`config.mk`:
```
export PLATFORM = sky130hd
export DESIGN_NAME = channel_accumulator
export DESIGN_NICKNAME = d
export VERILOG_FILES = /design/src/rtl/channel_accumulator.sv
export SDC_FILE = /design/constraint.sdc
export NUM_CORES = 2
export LEC_CHECK = 0
export ABC_AREA = 1
export ABC_CLOCK_PERIOD_IN_PS = 9500
export BUFFER_PORTS_ARGS = -buffer_cell sky130_fd_sc_hd__clkbuf_2
export CELL_PAD_IN_SITES_DETAIL_PLACEMENT = 1
export CELL_PAD_IN_SITES_GLOBAL_PLACEMENT = 2
export CORE_ASPECT_RATIO = 2
export CORE_MARGIN = 10
export CORE_UTILIZATION = 38
export CTS_CLUSTER_DIAMETER = 50
export CTS_CLUSTER_SIZE = 28
export DETAILED_ROUTE_END_ITERATION = 8
export PLACE_DENSITY = 0.82
export SYNTH_ARGS = -nofsm -noshare
export SYNTH_HDL_FRONTEND = slang
export SYNTH_SLANG_ARGS = --single-unit
```
`constraint.sdc`:
```
create_clock -name clk -period 9.5 [get_ports clk]
set_input_delay 0.475 -clock clk [delete_from_list [all_inputs] [get_ports clk]]
set_output_delay 0.475 -clock clk [all_outputs]
set_load 0.05 [all_outputs]
```
`src/rtl/channel_accumulator.sv`:
```
// Per-channel windowed accumulator feeding a hold bank that is streamed out one channel per beat.
// A window closing while the previous one is still being read out is dropped and flagged on overrun.
module channel_accumulator #(
  parameter int NUM_CHANNELS  = 8,
  parameter int CHANNEL_WIDTH = 16,
  parameter int WINDOW_WIDTH  = 16,
  parameter int ACC_WIDTH     = 32
) (
  input  logic                                  clk,
  input  logic                                  reset,
  input  logic [WINDOW_WIDTH-1:0]               windowLength,
  input  logic [NUM_CHANNELS*CHANNEL_WIDTH-1:0] logicalData,
  input  logic [NUM_CHANNELS-1:0]               logicalValid,
  input  logic                                  clearOverrun,
  output logic [ACC_WIDTH-1:0]                  outData,
  output logic [2:0]                            outChannel,
  output logic [15:0]                           outSeq,
  output logic                                  outValid,
  output logic                                  outLast,
  input  logic                                  outReady,
  output logic                                  overrun
);

  // state | meaning
  // IDLE  | accumulating, hold bank free for the next closing window
  // DUMP  | hold bank streaming out, one channel per beat
  localparam logic [0:0] IDLE = 1'b0;
  localparam logic [0:0] DUMP = 1'b1;
  localparam logic [2:0] LAST_IDX = 3'(NUM_CHANNELS - 1);

  logic [0:0]                     state;
  logic [2:0]                     idx;
  logic [WINDOW_WIDTH-1:0]        latchedLength;
  logic [WINDOW_WIDTH-1:0]        sampleCount;
  logic [WINDOW_WIDTH-1:0]        lastCount;
  logic [15:0]                    windowSeq;
  logic [15:0]                    holdSeq;
  logic signed [CHANNEL_WIDTH-1:0] sampleIn [NUM_CHANNELS];
  logic signed [ACC_WIDTH-1:0]    acc      [NUM_CHANNELS];
  logic signed [ACC_WIDTH-1:0]    accNext  [NUM_CHANNELS];
  logic signed [ACC_WIDTH-1:0]    hold     [NUM_CHANNELS];
  logic                           sampleEvent;
  logic                           windowClose;
  logic                           dropWindow;
  logic                           beatXfer;
  logic                           lastBeat;

  always_comb begin
    for (int i = 0; i < NUM_CHANNELS; i++) begin
      sampleIn[i] = logicalData[i*CHANNEL_WIDTH +: CHANNEL_WIDTH];
      accNext[i]  = acc[i];
      if (logicalValid[i]) begin
        accNext[i] = acc[i] + ACC_WIDTH'(sampleIn[i]);
      end
    end
  end

  // A latched length of zero behaves exactly like a length of one.
  assign lastCount   = (latchedLength == '0) ? '0 : latchedLength - WINDOW_WIDTH'(1);
  assign sampleEvent = logicalValid[0];
  assign windowClose = sampleEvent && (sampleCount == lastCount);
  assign dropWindow  = windowClose && (state == DUMP);
  assign lastBeat    = (idx == LAST_IDX);
  assign beatXfer    = (state == DUMP) && outReady;

  always_ff @(posedge clk) begin
    if (reset) begin
      state         <= IDLE;
      idx           <= '0;
      sampleCount   <= '0;
      latchedLength <= windowLength;
      windowSeq     <= '0;
      holdSeq       <= '0;
      overrun       <= 1'b0;
      for (int i = 0; i < NUM_CHANNELS; i++) begin
        acc[i]  <= '0;
        hold[i] <= '0;
      end
    end else begin
      if (beatXfer) begin
        if (lastBeat) begin
          idx   <= '0;
          state <= IDLE;
        end else begin
          idx <= idx + 3'd1;
        end
      end

      if (windowClose) begin
        sampleCount   <= '0;
        latchedLength <= windowLength;
        windowSeq     <= windowSeq + 16'd1;
        for (int i = 0; i < NUM_CHANNELS; i++) begin
          acc[i] <= '0;
        end
        if (state == IDLE) begin
          for (int i = 0; i < NUM_CHANNELS; i++) begin
            hold[i] <= accNext[i];
          end
          holdSeq <= windowSeq;
          idx     <= '0;
          state   <= DUMP;
        end
      end else begin
        if (sampleEvent) begin
          sampleCount <= sampleCount + WINDOW_WIDTH'(1);
        end
        for (int i = 0; i < NUM_CHANNELS; i++) begin
          acc[i] <= accNext[i];
        end
      end

      // Setting has priority over a coincident clear.
      if (dropWindow) begin
        overrun <= 1'b1;
      end else if (clearOverrun) begin
        overrun <= 1'b0;
      end
    end
  end

  assign outValid   = (state == DUMP);
  assign outData    = outValid ? hold[idx] : '0;
  assign outChannel = idx;
  assign outSeq     = holdSeq;
  assign outLast    = outValid && lastBeat;

endmodule

```
==> flow_summary.rst <==
.. list-table::
   :header-rows: 1

   * - Metric
     - Value
   * - Min cycle time layout
     - 5.279 ns
   * - Crit-path slowest cell
     - sky130_fd_sc_hd__nand3_1
   * - Number of rows created at floorplan
     - 169
   * - Status
     - finished clean
   * - Total power after layout
     - 7.920 mW
   * - GP Congestion
     - 0.9190
   * - Fmax
     - 189.4 MHz
   * - Setup crit start kind
     - register
   * - Number of global-route vias before repair
     - 40620
   * - Count of placed standard cells in the final layout, fillers left out
     - 6984
   * - Delay contributed by the slowest stage of the critical path
     - 0.65 ns
   * - TritonCTS clock tree
     - done
   * - Average vias per placed instance
     - 5.389
   * - Clock Skews
     - 0.05057 ns
   * - Final max-slew violation count
     - 0
   * - Floorplan die area
     - 121500 sq um
   * - Worst R2R Setup Slack
     - 4.22 ns
   * - Crit Path Category
     - reg -> reg
   * - Slew at the pin closest to its max-slew limit
     - 1.203 ns
   * - Number of remaining DRC errors
     - 0
   * - Critical R2R Capture
     - hold[0][4]
   * - Proportion of layout cells with a drive suffix above 1
     - 7.784%
   * - Remaining max-slew budget at the tightest pin
     - 18.92%
   * - PD cells
     - 171.2 nW/um^2
   * - Count of synthesis-stage warnings from yosys
     - 0
   * - Min-Delay Path Depth
     - 1
   * - Post-synth EDFFs
     - 496
   * - Max rail drop VDD
     - 191.5 uV
   * - Proportion of synthesized chip area in sequential cells
     - 40.74%
   * - Most area-consuming cells after synthesis
     - sky130_fd_sc_hd__edfxtp_1, sky130_fd_sc_hd__nor2_1, sky130_fd_sc_hd__nand2_1
   * - Worst hold slack after final layout
     - 0.07477 ns
   * - Largest fanout on the critical path
     - 153
   * - Count of maximum capacitance violations
     - 0
   * - Kind of end point of the critical path
     - register
   * - Final critical-path share of the clock period
     - 55.57%
   * - Unrepaired setup endpoints after global routing
     - false
   * - First-pass iteration count of the detailed router
     - 5
   * - Die boundary height
     - 483.0 um
   * - Leak pwr
     - 20.55 nW
   * - Number of vias in the routed layout
     - 37640
   * - FF+latch count, synth
     - 581
   * - Growth of design area from synthesis to finish
     - 13.58%
   * - Cell at the root of the clock tree
     - sky130_fd_sc_hd__clkbuf_16
   * - Largest net degree at the start of global routing
     - 154
   * - Starting utilization of the core area
     - 38.30%
   * - Number of buffers created by CTS
     - 56
   * - Antenna-violating nets left
     - 0
   * - GRT Total Usage
     - 26.16%
   * - Post-CTS clock slew at the launch and capture registers of the worst setup and hold paths
     - 0.09 ns
   * - Hold Crit Start
     - windowLength[0]
   * - Classification of the worst-slack hold path
     - in -> reg
   * - Total clock sinks
     - 581
   * - Total congestion overflow
     - 0
   * - IO buf count
     - 209
   * - Dominant synthesized flop cell
     - sky130_fd_sc_hd__edfxtp_1
   * - Detailed Place HPWL
     - 131800 um
   * - Clock insertion delay at the later pin of the skew report
     - 0.69 ns
   * - WP data arrival
     - 5.58 ns
   * - # H-tree levels
     - 2
   * - Cells after Synth
     - 5202
   * - Ordered cell list for the critical path
     - inv_1 -> ha_1 -> nand2_2 -> nor2_2 -> nand2_1 -> nand3b_1 -> nand3_1 -> nor2_1 -> nand2_1 -> nor2_2 -> nand3_1 -> nand2_4 -> buf_12
   * - Mean instance size in the synthesized netlist
     - 7.830 sq um
   * - I/O pin count
     - 210
   * - Cell type with the largest total area after synthesis
     - sky130_fd_sc_hd__edfxtp_1
   * - Aggregate negative setup slack
     - 0 ns
   * - Mapped Area
     - 40730 sq um
   * - Final hold vios
     - 0
   * - Ys async rst share
     - 0%
   * - Clock buffer depth
     - 3
   * - Total length of routed wires
     - 161900 um
   * - Length in cells of the worst reg-to-reg path
     - 13
   * - Worst R2R Start
     - latchedLength[0]
   * - Final-report setup violation count
     - 0
   * - Final routed wire length divided by cell count
     - 23.19 um
   * - Endpoint of the worst hold path
     - latchedLength[0]
   * - Starting DRC count in detailed routing
     - 1618
   * - Final design utilization
     - 43.50%
   * - CP Data Required Time
     - 9.80 ns
   * - Yosys top cell area share
     - 36.57%
   * - DIE WIDTH
     - 251.5 um
   * - First-pass GRT wire length
     - 242700 um
   * - Number of antenna violations at the first check in global routing
     - 5
   * - Area of the core
     - 106400 sq um
   * - Final layout net count
     - 5986
   * - Post-placement cell count
     - 6865
   * - Number of different library cells in the post-synthesis netlist
     - 45
-- through the flow --
stage / setup slack [ns] / area (sq um)
global placement: 4.390 / 43850
global route: 3.786 / 46260
floorplan: 1.373 / 41570
CTS: 4.236 / 46260
detailed placement: 4.242 / 43850
finish: 4.221 / 46260
-- registers in the layout (all words and copies together) (netlist names) --
| register | flops |
|---|---|
| acc | 256 |
| hold | 256 |
| latchedLength | 16 |
| outSeq | 16 |
| sampleCount | 16 |
| windowSeq | 16 |
| outChannel | 3 |
| outValid | 1 |
| overrun | 1 |
-- what timing repair did --
action                                  in CTS  in global routing
buffers inserted                             0                  0
endpoints found under the setup margin       0                  0
resized for setup                            0                  0
endpoints found under the hold margin       14                  0
hold buffers                                14                  0
-- Yosys cell counts, types with 13 or more instances --
library cell,n
sky130_fd_sc_hd__a21boi_0,16
sky130_fd_sc_hd__a21o_1,47
sky130_fd_sc_hd__a21oi_1,354
sky130_fd_sc_hd__a31oi_1,43
sky130_fd_sc_hd__buf_1,15
sky130_fd_sc_hd__buf_2,31
sky130_fd_sc_hd__buf_4,24
sky130_fd_sc_hd__clkbuf_1,92
sky130_fd_sc_hd__dfxtp_1,85
sky130_fd_sc_hd__edfxtp_1,496
sky130_fd_sc_hd__ha_1,253
sky130_fd_sc_hd__inv_1,426
sky130_fd_sc_hd__mux2i_1,107
sky130_fd_sc_hd__nand2_1,906
sky130_fd_sc_hd__nand3_1,301
sky130_fd_sc_hd__nand3b_1,15
sky130_fd_sc_hd__nand4_1,73
sky130_fd_sc_hd__nor2_1,987
sky130_fd_sc_hd__nor3_1,89
sky130_fd_sc_hd__nor4_1,14
sky130_fd_sc_hd__o2111ai_1,13
sky130_fd_sc_hd__o211ai_1,25
sky130_fd_sc_hd__o21a_1,17
sky130_fd_sc_hd__o21ai_0,422
sky130_fd_sc_hd__o21bai_1,40
sky130_fd_sc_hd__o22ai_1,32
sky130_fd_sc_hd__or2_2,68
sky130_fd_sc_hd__xnor2_1,50
sky130_fd_sc_hd__xor2_1,110
-- kinds of logic after synthesis --
family	synth area share (%)
simple gates	25.26
flops	40.74
xor+xnor	3.440
mux	2.629
other cells	0.009206
buf+inv	5.873
compound gates	13.88
fa+ha+maj	8.165
-- area by class of cell --
cell class | count | area (sq um)
Tap cell | 1368 | 1712
Antenna cell | 2 | 5.005
Timing Repair Buffer | 250 | 1426
Clock buffer | 57 | 1426
Multi-Input combinational cell | 4245 | 22620
Fill cell | 13160 | 60100
Inverter | 435 | 1634
Clock inverter | 46 | 842.1
Sequential cell | 581 | 16600
-- per-layer routing --
metal  track usage (%)  wire (um)  up-vias
met5                 0         31        -
met4             17.83      12460        4
met3             3.023       5156      356
met2             51.33      89260      727
met1             24.60      55020    18240
li1                  -          -    18310
-- critical path: cells and delay by family, from the launching register on --
| kind | cells | cell delay, ns |
|---|---|---|
| and+or+nand+nor | 10 | 3.24 |
| buffers and inverters | 2 | 0.73 |
| adders and majority gates | 1 | 0.26 |
| DFF | 1 | 0.36 |
-- layout by cell type, fill, tap and decap left out, types with 17 or more instances in the layout --
cell type                   instances
sky130_fd_sc_hd__a21o_1            47
sky130_fd_sc_hd__a21oi_1          354
sky130_fd_sc_hd__a31oi_1           43
sky130_fd_sc_hd__buf_4             24
sky130_fd_sc_hd__clkbuf_16         57
sky130_fd_sc_hd__clkbuf_2         209
sky130_fd_sc_hd__conb_1           224
sky130_fd_sc_hd__dfxtp_1           83
sky130_fd_sc_hd__edfxtp_1         496
sky130_fd_sc_hd__ha_1             253
sky130_fd_sc_hd__inv_1            423
sky130_fd_sc_hd__mux2i_1          107
sky130_fd_sc_hd__nand2_1          904
sky130_fd_sc_hd__nand3_1          301
sky130_fd_sc_hd__nand4_1           73
sky130_fd_sc_hd__nor2_1           986
sky130_fd_sc_hd__nor3_1            89
sky130_fd_sc_hd__o211ai_1          25
sky130_fd_sc_hd__o21a_1            17
sky130_fd_sc_hd__o21ai_0          422
sky130_fd_sc_hd__o21bai_1          40
sky130_fd_sc_hd__o22ai_1           32
sky130_fd_sc_hd__or2_2             68
sky130_fd_sc_hd__xnor2_1           50
sky130_fd_sc_hd__xor2_1           110
-- power by group --
| group | switching [mW] | leakage, nW | internal, mW |
|---|---|---|---|
| Sequential | 0.103 | 5.77 | 2.97 |
| Combinational | 1.46 | 13.7 | 0.681 |
| Clock | 1.40 | 1.07 | 1.31 |
| Total | 2.96 | 20.6 | 4.96 |
-- worst max path at each step --
stage / startpoint / endpoint / cells past startpoint
2_1_floorplan: latchedLength[0] / hold[0][0] / 14
5_1_grt: latchedLength[0] / hold[0][1] / 13
6_report: latchedLength[0] / hold[0][4] / 13
3_3_place_gp: latchedLength[0] / hold[1][8] / 13
4_1_cts: latchedLength[0] / hold[0][1] / 13
3_5_place_dp: latchedLength[0] / hold[1][4] / 13
Power figures use the tool's default switching activity.
